<file path="src/rtl/inst_loader.sv">
// Boot loader: length-prefixed byte stream -> little-endian 32-bit words into imem,
// XOR checksum check, core held in reset until a verified image is resident.
module inst_loader_lane (
  input  logic       clock,
  input  logic       reset,
  input  logic       sel,
  input  logic [7:0] din,
  output logic [7:0] q,
  output logic [7:0] nxt
);
  // nxt lets the 4th byte land in the written word on the same edge it arrives
  assign nxt = sel ? din : q;

  always_ff @(posedge clock or negedge reset) begin
    if (!reset)   q <= '0;
    else if (sel) q <= din;
  end
endmodule

module inst_loader #(
  parameter int unsigned MAX_WORDS = 256,
  parameter logic [31:0] BASE_ADDR = 32'h0000_0000
) (
  input  logic        clock,
  input  logic        reset,
  input  logic        start,
  input  logic        byte_valid,
  input  logic [7:0]  byte_data,
  output logic        byte_ready,
  output logic        mem_we,
  output logic [31:0] mem_addr,
  output logic [31:0] mem_wdata,
  output logic        core_run,
  output logic        busy,
  output logic        done,
  output logic        error,
  output logic [15:0] loaded_words
);
  localparam int NUM_LANES = 4;

  typedef enum logic [2:0] {
    S_IDLE, S_LEN_LO, S_LEN_HI, S_DATA, S_WRITE, S_CSUM, S_DONE, S_ERR
  } state_t;

  state_t      state;
  logic [7:0]  len_lo;
  logic [15:0] len_n;
  logic [15:0] word_idx;
  logic [1:0]  byte_idx;
  logic [7:0]  csum;
  logic        acc;
  logic [15:0] n_hdr;
  logic [NUM_LANES-1:0]       lane_sel;
  logic [NUM_LANES-1:0][7:0]  lane_q;
  logic [NUM_LANES-1:0][7:0]  word_nxt;

  assign byte_ready = (state == S_LEN_LO) || (state == S_LEN_HI) ||
                      (state == S_DATA)   || (state == S_CSUM);
  assign busy   = byte_ready || (state == S_WRITE);
  assign mem_we = (state == S_WRITE);
  assign acc    = byte_valid && byte_ready;
  assign n_hdr  = {byte_data, len_lo};

  for (genvar i = 0; i < NUM_LANES; i++) begin : g_lane
    assign lane_sel[i] = acc && (state == S_DATA) && (byte_idx == 2'(i));
    inst_loader_lane u_lane (
      .clock (clock),
      .reset (reset),
      .sel   (lane_sel[i]),
      .din   (byte_data),
      .q     (lane_q[i]),
      .nxt   (word_nxt[i])
    );
  end

  always_ff @(posedge clock or negedge reset) begin
    if (!reset) begin
      state        <= S_IDLE;
      len_lo       <= '0;
      len_n        <= '0;
      word_idx     <= '0;
      byte_idx     <= '0;
      csum         <= '0;
      mem_addr     <= '0;
      mem_wdata    <= '0;
      core_run     <= 1'b0;
      done         <= 1'b0;
      error        <= 1'b0;
      loaded_words <= '0;
    end else begin
      case (state)
        S_IDLE, S_DONE, S_ERR: if (start) begin
          state        <= S_LEN_LO;
          word_idx     <= '0;
          byte_idx     <= '0;
          csum         <= '0;
          loaded_words <= '0;
          done         <= 1'b0;
          error        <= 1'b0;
          core_run     <= 1'b0;
        end
        S_LEN_LO: if (acc) begin
          len_lo <= byte_data;
          state  <= S_LEN_HI;
        end
        S_LEN_HI: if (acc) begin
          len_n <= n_hdr;
          if (n_hdr == 16'd0 || {16'd0, n_hdr} > 32'(MAX_WORDS)) begin
            state <= S_ERR;
            error <= 1'b1;
          end else begin
            state <= S_DATA;
          end
        end
        S_DATA: if (acc) begin
          csum     <= csum ^ byte_data;
          byte_idx <= byte_idx + 2'd1;
          if (byte_idx == 2'd3) begin
            mem_addr  <= BASE_ADDR + {14'd0, word_idx, 2'b00};
            mem_wdata <= word_nxt;
            state     <= S_WRITE;
          end
        end
        S_WRITE: begin
          word_idx     <= word_idx + 16'd1;
          loaded_words <= loaded_words + 16'd1;
          state        <= (word_idx + 16'd1 == len_n) ? S_CSUM : S_DATA;
        end
        S_CSUM: if (acc) begin
          if (byte_data == csum) begin
            state    <= S_DONE;
            done     <= 1'b1;
            core_run <= 1'b1;
          end else begin
            state <= S_ERR;
            error <= 1'b1;
          end
        end
        default: state <= S_IDLE;
      endcase
    end
  end
endmodule

</file>
<file path="config.mk">
export PLATFORM = sky130hd
export DESIGN_NAME = inst_loader
export DESIGN_NICKNAME = d
export VERILOG_FILES = /design/src/rtl/inst_loader.sv
export SDC_FILE = /design/constraint.sdc
export NUM_CORES = 1
export LEC_CHECK = 0
export BUFFER_PORTS_ARGS = -buffer_cell sky130_fd_sc_hd__buf_2
export CORE_ASPECT_RATIO = 0.75
export CORE_MARGIN = 2
export CORE_UTILIZATION = 52
export DETAILED_ROUTE_END_ITERATION = 6
export PLACE_DENSITY = 0.77
export SYNTH_ARGS = -nofsm -noshare
export SYNTH_HDL_FRONTEND = slang
export SYNTH_SLANG_ARGS = --single-unit
</file>
<file path="constraint.sdc">
create_clock -name clock -period 2 [get_ports clock]
set_input_delay 0 -clock clock [delete_from_list [all_inputs] [get_ports clock]]
set_output_delay 0 -clock clock [all_outputs]
set_load 0.03 [all_outputs]
</file>
-- Word-level counts from Yosys, hierarchy flattened
Cells that the tools add are included.
Widths: inputs -> output; s select.
- output and inout bits: 86
- input port bits: 12
- register bits after elaboration: 151
- add/subtract/negate cells: 3
- reduce and logical (&&, ||, !) cells: 27
- muxes and demuxes: 32
- bitwise gates (word level): 1
- $lt $le $gt $ge: 1
- equal/unequal tests: 21
- operator list (cell ; count):
    $pmux 16 s2 ; 2
    $mux 8 ; 6
    $add 16x1->16 const B ; 2
    $mux 3 ; 8
    $pmux 3 s6 ; 1
    $eq 16x16->1 ; 1
    $gt 16x9->1 const B ; 1
    $logic_not 16->1 ; 1
    $mux 16 ; 1
    $pmux 8 s2 ; 1
    $eq 3x3->1 const B ; 4
    $ne 2x2->1 const B ; 6
    $reduce_and 6->1 ; 2
    $eq 8x8->1 ; 1
    $mux 1 ; 8
    $xor 8x8->8 ; 1
    $eq 3x2->1 const B ; 2
    $logic_and 1x1->1 ; 6
    $ne 2x1->1 const B ; 3
    $reduce_and 2->1 ; 3
    $reduce_and 3->1 ; 2
    $reduce_bool 2->1 ; 3
    $logic_or 1x1->1 ; 5
    $eq 2x2->1 const B ; 2
    other kinds (12) ; 13

-- Longest topological paths before layout
Gate-level depths: netlist of run 1.
- word-level depth: 8
- gate-level depth with buffers: 9
- gate-level depth less buffers: 7

-- Cells and area by module
Synthesis of run 1 repeated with hierarchy kept, for this count alone.
- cell total of the unflattened synthesis: 591
- area total of the unflattened synthesis: 7154.4 sq um
- by module, submodules not included (module ; times used ; area each (sq um) ; sequential area each (sq um) ; cells an instance):
    inst_loader ; 1 ; 5828.1 ; 2977.9 ; 523
    inst_loader_lane ; 4 ; 331.6 ; 200.2 ; 17

-- Least setup slack after synthesis of run 1
OpenSTA, ideal clock, no wires.
- kind: register to register
- from: reg word_idx[0]
- to: reg state[1]
- arrival time: 2.073 ns
- clock period less this slack: 2.208 ns
- cell stages (with the launch flop): 8
- setup slack: -0.208 ns
- data required time: 1.864 ns
- library setup time: 0.136 ns
- buffers on the path: 0
- cell sequence: dfrtp_1 > ha_1 > nand3_4 > or3_1 > a2111oi_2 > nand4_1 > nor4_2 > o211ai_1
- word-level cells in the longest chain between the ends: 4
- ends and longest elaborated chain (item ; RTL line ; RTL):
    from (decl) ; 48 ; logic [15:0] word_idx;
    from (signal assigned) ; 125 ; word_idx <= word_idx + 16'd1;
    $add 16x1->16 ; 127 ; state <= (word_idx + 16'd1 == len_n) ? S_CSUM : S_DATA;
    $eq 16x16->1 ; 127 ;
    $mux 3 ; 127 ;
    $pmux 3 s6 ; 91 ; case (state)
    to (signal assigned) ; 127 ;
    to (decl) ; 45 ; state_t state;
Every way passes these cells.
A chain may end at the register's enable or synchronous reset.

-- Worst setup path in the final report of run 1
- from: reg word_idx[1]
- to: reg state[1]
Same word-level chain as after synthesis.

==> results of run 1 <==
==> timing repair <==
action	CTS	global route
hold endpoints to repair	68	0
setup buffers	0	5
setup endpoints to repair	2	42
pin swaps	1	5
hold buffers	9	0
resized for setup	0	15
==> per-layer routing <==
metal  global-route usage  vias up  share of wire
met4               0.0801        0          0.013
met2                0.396      150           0.48
met5                    0        -              0
met3               0.0565       20          0.045
li1                     -     2544              -
met1                0.331     2741           0.46
==> cell usage in the layout, fill, tap and decap left out, drive strengths merged, types with 9 or more instances in the layout <==
cell,netlist,final
buf,30,141
o21ai,61,61
nor2,26,26
dfrtp,143,143
nand3,21,21
conb,1,16
dlygate4sd3,0,9
nand2,190,190
inv,7,9
nor4,10,10
mux2,49,49
xor2,18,18
xnor2,14,14
clkbuf,30,18
nand4,11,11
==> stage by stage <==
stage | worst slack [ns] | hold slack (ns)
finish | -0.200 | 0.0498
CTS | -0.150 | 0.0353
floorplan | 0.0537 | -0.296
detailed placement | -0.117 | -0.00389
global placement | -0.108 | -0.0106
global route | -0.273 | 0.0594
==> final timing paths <==
check,end,slack (ns),depth (start not counted)
max,state[1],-0.20,8
min in group asynchronous,mem_addr[17],0.09,2
max reg2reg,state[1],-0.20,8
min reg2reg,mem_wdata[10],0.47,2
min,mem_wdata[25],0.05,4
max in group asynchronous,word_idx[6],1.14,3
==> power by group through the flow <==
stage / logic [µW] / clock network (µW) / registers [µW]
6_report: 3330 / 3240 / 4130
4_1_cts: 3210 / 3280 / 4130
3_5_place_dp: 3150 / 0 / 4170
3_3_place_gp: 3050 / 0 / 4130
5_1_grt: 3650 / 3400 / 4230
2_1_floorplan: 1930 / 0 / 4380
==> sequential cells by signal, summed over array words and instances (netlist names) <==
name             count
loaded_words        16
len_n               16
byte_idx             2
mem_wdata           32
word_idx            16
mem_addr            16
len_lo               8
error                1
state                3
done                 1
g_lane.u_lane.q     24
csum                 8
==> final cells by class <==
cell class,instances,area share
inverter,7,0.00313
sequential,143,0.427
tap,171,0.0255
clock inverter,13,0.0195
timing repair buffer,150,0.118
multi-input combinational,492,0.354
clock buffer,18,0.0524
==> worst min-delay path: stages <==
cell     delay, ns
buf_2         0.14
buf_4         0.18
nand2_1       0.07
nand2_1       0.05
==> kinds of logic after synthesis <==
group	count (synthesis)
flip-flops	143
multiplexers	55
adder cells (fa/ha/maj)	6
AND/OR/NAND/NOR	284
XOR/XNOR	32
AO/OA/AOI/OAI	99
buffers and inverters	67
other	1
==> results.toml, run 1 <==
[global_route]
grt_pass1_vias = 5218
grt_max_degree = 65
grt_overflow_total = 0
antenna_found_initial = 0
grt_pass1_wl_um = 26300
grt_usage = 0.245

[pwr]
switchingPower_uw = 3670
p_leak_uw = 0.00425
p_sw_frac = 0.343
p_int_uw = 7030
power_density_nw_per_um2 = 1280
ir_drop_mv = 0.761
combPwrFrac = 0.311
sequentialPowerShare = 0.386
power.share.clock = 0.303
power_uw = 10700

[detailed_routing]
vias = 5455
first_pass_iters = 5
drcViolationCount = 0
vias_per_cell = 5.49
drt.antenna.violating_nets = 0
drt_wl_total_um = 16300
drtIter0Drc = 398
wl_per_cell_um = 16.4

[cells_and_area]
final_net_count = 829
area_growth_pct = 24.2
fillCellCount = 1007
diodes = 0
stdcell_area_um2 = 8390
finish.utilization = 0.653
ff_latch_area_um2 = 3580
drive_gt1_frac = 0.296
multi_input_area_um2 = 2970
final_cell_count_no_fill = 994

[hold_path]
min_path_type = "primary input to register"
hold_start = "byte_data[1]"

[sta]
finalClockSkew_ns = 0.00824
maxSlewHeadroom = 0.651
max_freq_mhz = 455
rsz0062_at_grt = "yes"
worst_pin_slew_ns = 0.523
setup_ws_ns = -0.200
tns_ns = -0.398
final_max_slew_viol_count = 0
finalHoldViolations = 0
layout_min_cycle_time_ns = 2.20
finalSetupViolCount = 2
fin_crit_sh = 1.10

[clock_network]
root_buffer = "clkbuf_16"
h-tree-depth = 4
cts_buffers = 17
cts_tree = "built"
clockBufferDepth = 2
insertion_delay_ns = 0.42
numClockSinks = 143
path_clk_slew_ns = 0.06

[worst_setup_path]
critPathTopFamily = "simple AND/OR/NAND/NOR gates"
worstPathMaxFanout = 4
worst-path-buf-inv = 1
crit_path_max_incr_delay_ns = 0.39
cp_cell_sequence = "ha_4 > nand3_4 > or3_4 > a2111oi_4 > nand4_1 > nor4_2 > buf_4 > o211ai_1"
cp-startpoint = "word_idx[1]"
arrival_ns = 2.50
worst_setup_path_end_kind = "register"
critical_path_class = "register to register"
r2r_start = "word_idx[1]"
required_ns = 2.30
cp_slowest_cell = "dfrtp_1"
start_kind = "register"

[synth]
synthFlopType = "dfrtp_1"
synth_fa_ha_area_frac = 0.0111
avgSynthCellArea_um2 = 9.83
synth_top_family_by_area = "simple AND/OR/NAND/NOR gates"
syn_area_um2 = 6750
yosysSeqAreaShare = 0.530
yosys_warnings = 0
yosysTopAreaCell = "dfrtp_1"
ys_top_cells_by_area = "dfrtp_1 (53%), nand2_1 (11%), mux2_2 (8.2%), o21ai_0 (4.5%), xor2_1 (2.3%)"
synth_cell_types = 46
ys_ff_latch = 143
async_flop_share = 1.00
synth-edff-count = 0
synthXorXnorAreaFrac = 0.0415
synthMuxAreaShare = 0.0906
synth_compound_area_frac = 0.0889
synth_commonest_cells = "nand2_1 (190), dfrtp_1 (143), o21ai_0 (61)"
yosys.area_share.simple = 0.184
yosysMostFrequentCell = "nand2_1"
synth_cells = 687
synth_top_area_frac = 0.530

[place]
placed_area_um2 = 7570
dpl.cell_count = 949
globalplace.congestion = 0.861
portBuffers = 81
hpwl_um = 11100

[die]
die_h_um = 103
die_w_um = 136
row_count = 36
dieArea_um2 = 13900
coreArea_um2 = 12800
io_pins = 98
start_util = 0.526

[run_status]
status = "finished with violations"
violations = "setup timing"

[run]
max_cap_violations = 0
No activity file was read; power rests on OpenSTA's default activity.
==> inputs of run 2 (changes only) <==
- CELL_PAD_IN_SITES_DETAIL_PLACEMENT: unset -> 1
- CELL_PAD_IN_SITES_GLOBAL_PLACEMENT: unset -> 1
- CORE_UTILIZATION: 52 -> 42
- PLACE_DENSITY: 0.77 -> unset
- PLACE_DENSITY_LB_ADDON: unset -> 0.1
- SYNTH_HIERARCHICAL: unset -> 1
==> results.toml, run 2 <==
[run_status]
status = "finished with violations"
violations = "setup timing"

[worst_setup_path]
cp-startpoint = "word_idx[0]"
arrival_ns = 2.36
critical_path_class = "register to register"
start_kind = "register"
worst_setup_path_end_kind = "register"
r2r_start = "word_idx[0]"
ff2ff_path_depth = 7
worstPathMaxFanout = 3
required_ns = 2.31

[die]
start_util = 0.428
dieArea_um2 = 18100
die_h_um = 117
row_count = 41
io_pins = 98
coreArea_um2 = 16700
die_w_um = 155

[clock_network]
path_clk_slew_ns = 0.06
h-tree-depth = 4
insertion_delay_ns = 0.42
cts_tree = "built"
numClockSinks = 151
root_buffer = "clkbuf_16"
clockBufferDepth = 2
cts_buffers = 17

[cells_and_area]
layout_commonest_cell = "dfrtp_1"
largestRegisters = "g_lane.u_lane/q (32), mem_wdata (32)"
final_cell_mix = "dfrtp_1 (150), buf_2 (80), mux2_2 (72)"
fillCellCount = 1768
drive_gt1_frac = 0.420
multi_input_area_um2 = 3190
stdcell_area_um2 = 8960
final_net_count = 752
diodes = 0
area_growth_pct = 25.2
ff_latch_area_um2 = 3780

[detailed_routing]
wl_per_cell_um = 18.9
drtIter0Drc = 207
drcViolationCount = 0
drt_wl_total_um = 18200
vias = 5102
first_pass_iters = 5
drt.antenna.violating_nets = 0
vias_per_cell = 5.30

[sta]
finalHoldViolations = 0
fin_crit_sh = 1.03
layout_min_cycle_time_ns = 2.05
finalClockSkew_ns = 0.00809
max_freq_mhz = 487
final_max_slew_viol_count = 0
setup_ws_ns = -0.0513
rsz0062_at_grt = "yes"
finalSetupViolCount = 1

[place]
globalplace.congestion = 0.815
portBuffers = 81
placed_area_um2 = 8130
dp_slack_ns = -0.0895
hpwl_um = 12100

[global_route]
grt_pass1_wl_um = 29600
grt_usage = 0.212
grt_max_degree = 56
grt_overflow_total = 0
antenna_found_initial = 0
grt_pass1_vias = 5450

[synth]
synth_cell_types = 53
yosysTopAreaCell = "dfrtp_1"
synth_cells = 591
avgSynthCellArea_um2 = 12.1
synth_commonest_cells = "dfrtp_1 (151), mux2_2 (72), o21ai_0 (52)"
synth-edff-count = 0
ys_ff_latch = 151
async_flop_share = 1.00
yosysSeqAreaShare = 0.528
ys_top_cells_by_area = "dfrtp_1 (53%), mux2_2 (11%), mux2_4 (6.7%), o21ai_0 (3.6%), nand2_1 (2.4%)"
yosys_warnings = 6
yosysMostFrequentCell = "dfrtp_1"
syn_area_um2 = 7150
synthFlopType = "dfrtp_1"
synth_top_area_frac = 0.528

[pwr]
power_density_nw_per_um2 = 1290
ir_drop_mv = 0.605
p_leak_uw = 0.00445

[run]
max_cap_violations = 0

[hold_path]
hold_start = "byte_data[4]"
hold_depth = 4
min_path_type = "primary input to register"
[run 2: cell count changes after synthesis, moves of 8 or more]
cell,change
mux2_4,+32
clkbuf_1,-15
o21ai_0,-9
mux2_2,+23
dfrtp_1,+8
buf_6,+10
nand2_1,-144
[run 2: layout make-up]
class | instances | area share
clock buffer | 20 | 0.0521
clock inverter | 12 | 0.0156
inverter | 7 | 0.00293
multi-input combinational | 402 | 0.356
sequential | 151 | 0.422
tap | 215 | 0.0300
timing repair buffer | 155 | 0.121
[run 2: timing repair]
action | 4_1_cts | 5_1_grt
resized for setup | 3 | 22
pin swaps | 4 | 9
hold endpoints to repair | 158 | 0
setup buffers | 1 | 4
setup endpoints to repair | 2 | 66
hold buffers | 8 | 0
[run 2: cell families (layout without fill, tap and decap cells)]
logic type,Yosys count,after routing,share of synthesized area
other,1,16,0.000524
AND/OR/NAND/NOR,149,149,0.106
AO/OA/AOI/OAI,87,87,0.0743
buffers and inverters,53,194,0.0500
adder cells (fa/ha/maj),6,6,0.0105
XOR/XNOR,35,35,0.0428
flip-flops,151,151,0.528
multiplexers,109,109,0.187
[run 2: per-layer routing]
metal	vias up	routed length [µm]	GRT usage
met1	2645	8770	0.293
met2	101	8600	0.346
met3	17	598	0.0479
met5	-	0	0
met4	0	184	0.0519
li1	2339	-	-
[run 2: metrics by stage]
| step | utilization | hold slack [ns] | setup TNS (ns) | power (µW) | cells |
|---|---|---|---|---|---|
| 2_1_floorplan | - | -0.296 | 0 | 7000 | 606 |
| 3_3_place_gp | 0.486 | -0.0290 | 0 | 8000 | 917 |
| 3_5_place_dp | 0.486 | -0.0215 | -0.0895 | 8160 | 917 |
| 4_1_cts | 0.529 | 0.0400 | 0 | 11600 | 958 |
| 5_1_grt | 0.536 | 0.0666 | -0.230 | 12200 | 962 |
| 6_report | 0.536 | 0.0504 | -0.0513 | 11500 | 962 |
[run 2: worst max-delay path, cell delays in order, from the launching register on]
cell      delay [ns]
dfrtp_1         0.41
ha_2            0.23
and3_1          0.20
a311oi_2        0.30
a31oi_1         0.07
nor3_1          0.21
nand4_1         0.23
a31o_1          0.29
[run 2: path summary, 6_finish.rpt]
| kind | endpoint | slack [ns] |
|---|---|---|
| min in group asynchronous | mem_wdata[31] | 0.07 |
| max in group asynchronous | error | 1.25 |
| hold / removal | csum[4] | 0.05 |
| setup reg to reg | state[1] | -0.05 |
| hold reg to reg | loaded_words[15] | 0.48 |
| setup / recovery | state[1] | -0.05 |
[run 2: report_power, final]
group	switching, µW	internal (µW)	leakage, µW
clock	1330	1960	0.000290
combinational	2020	1820	0.00216
sequential	509	3900	0.00200
total	3860	7670	0.00445
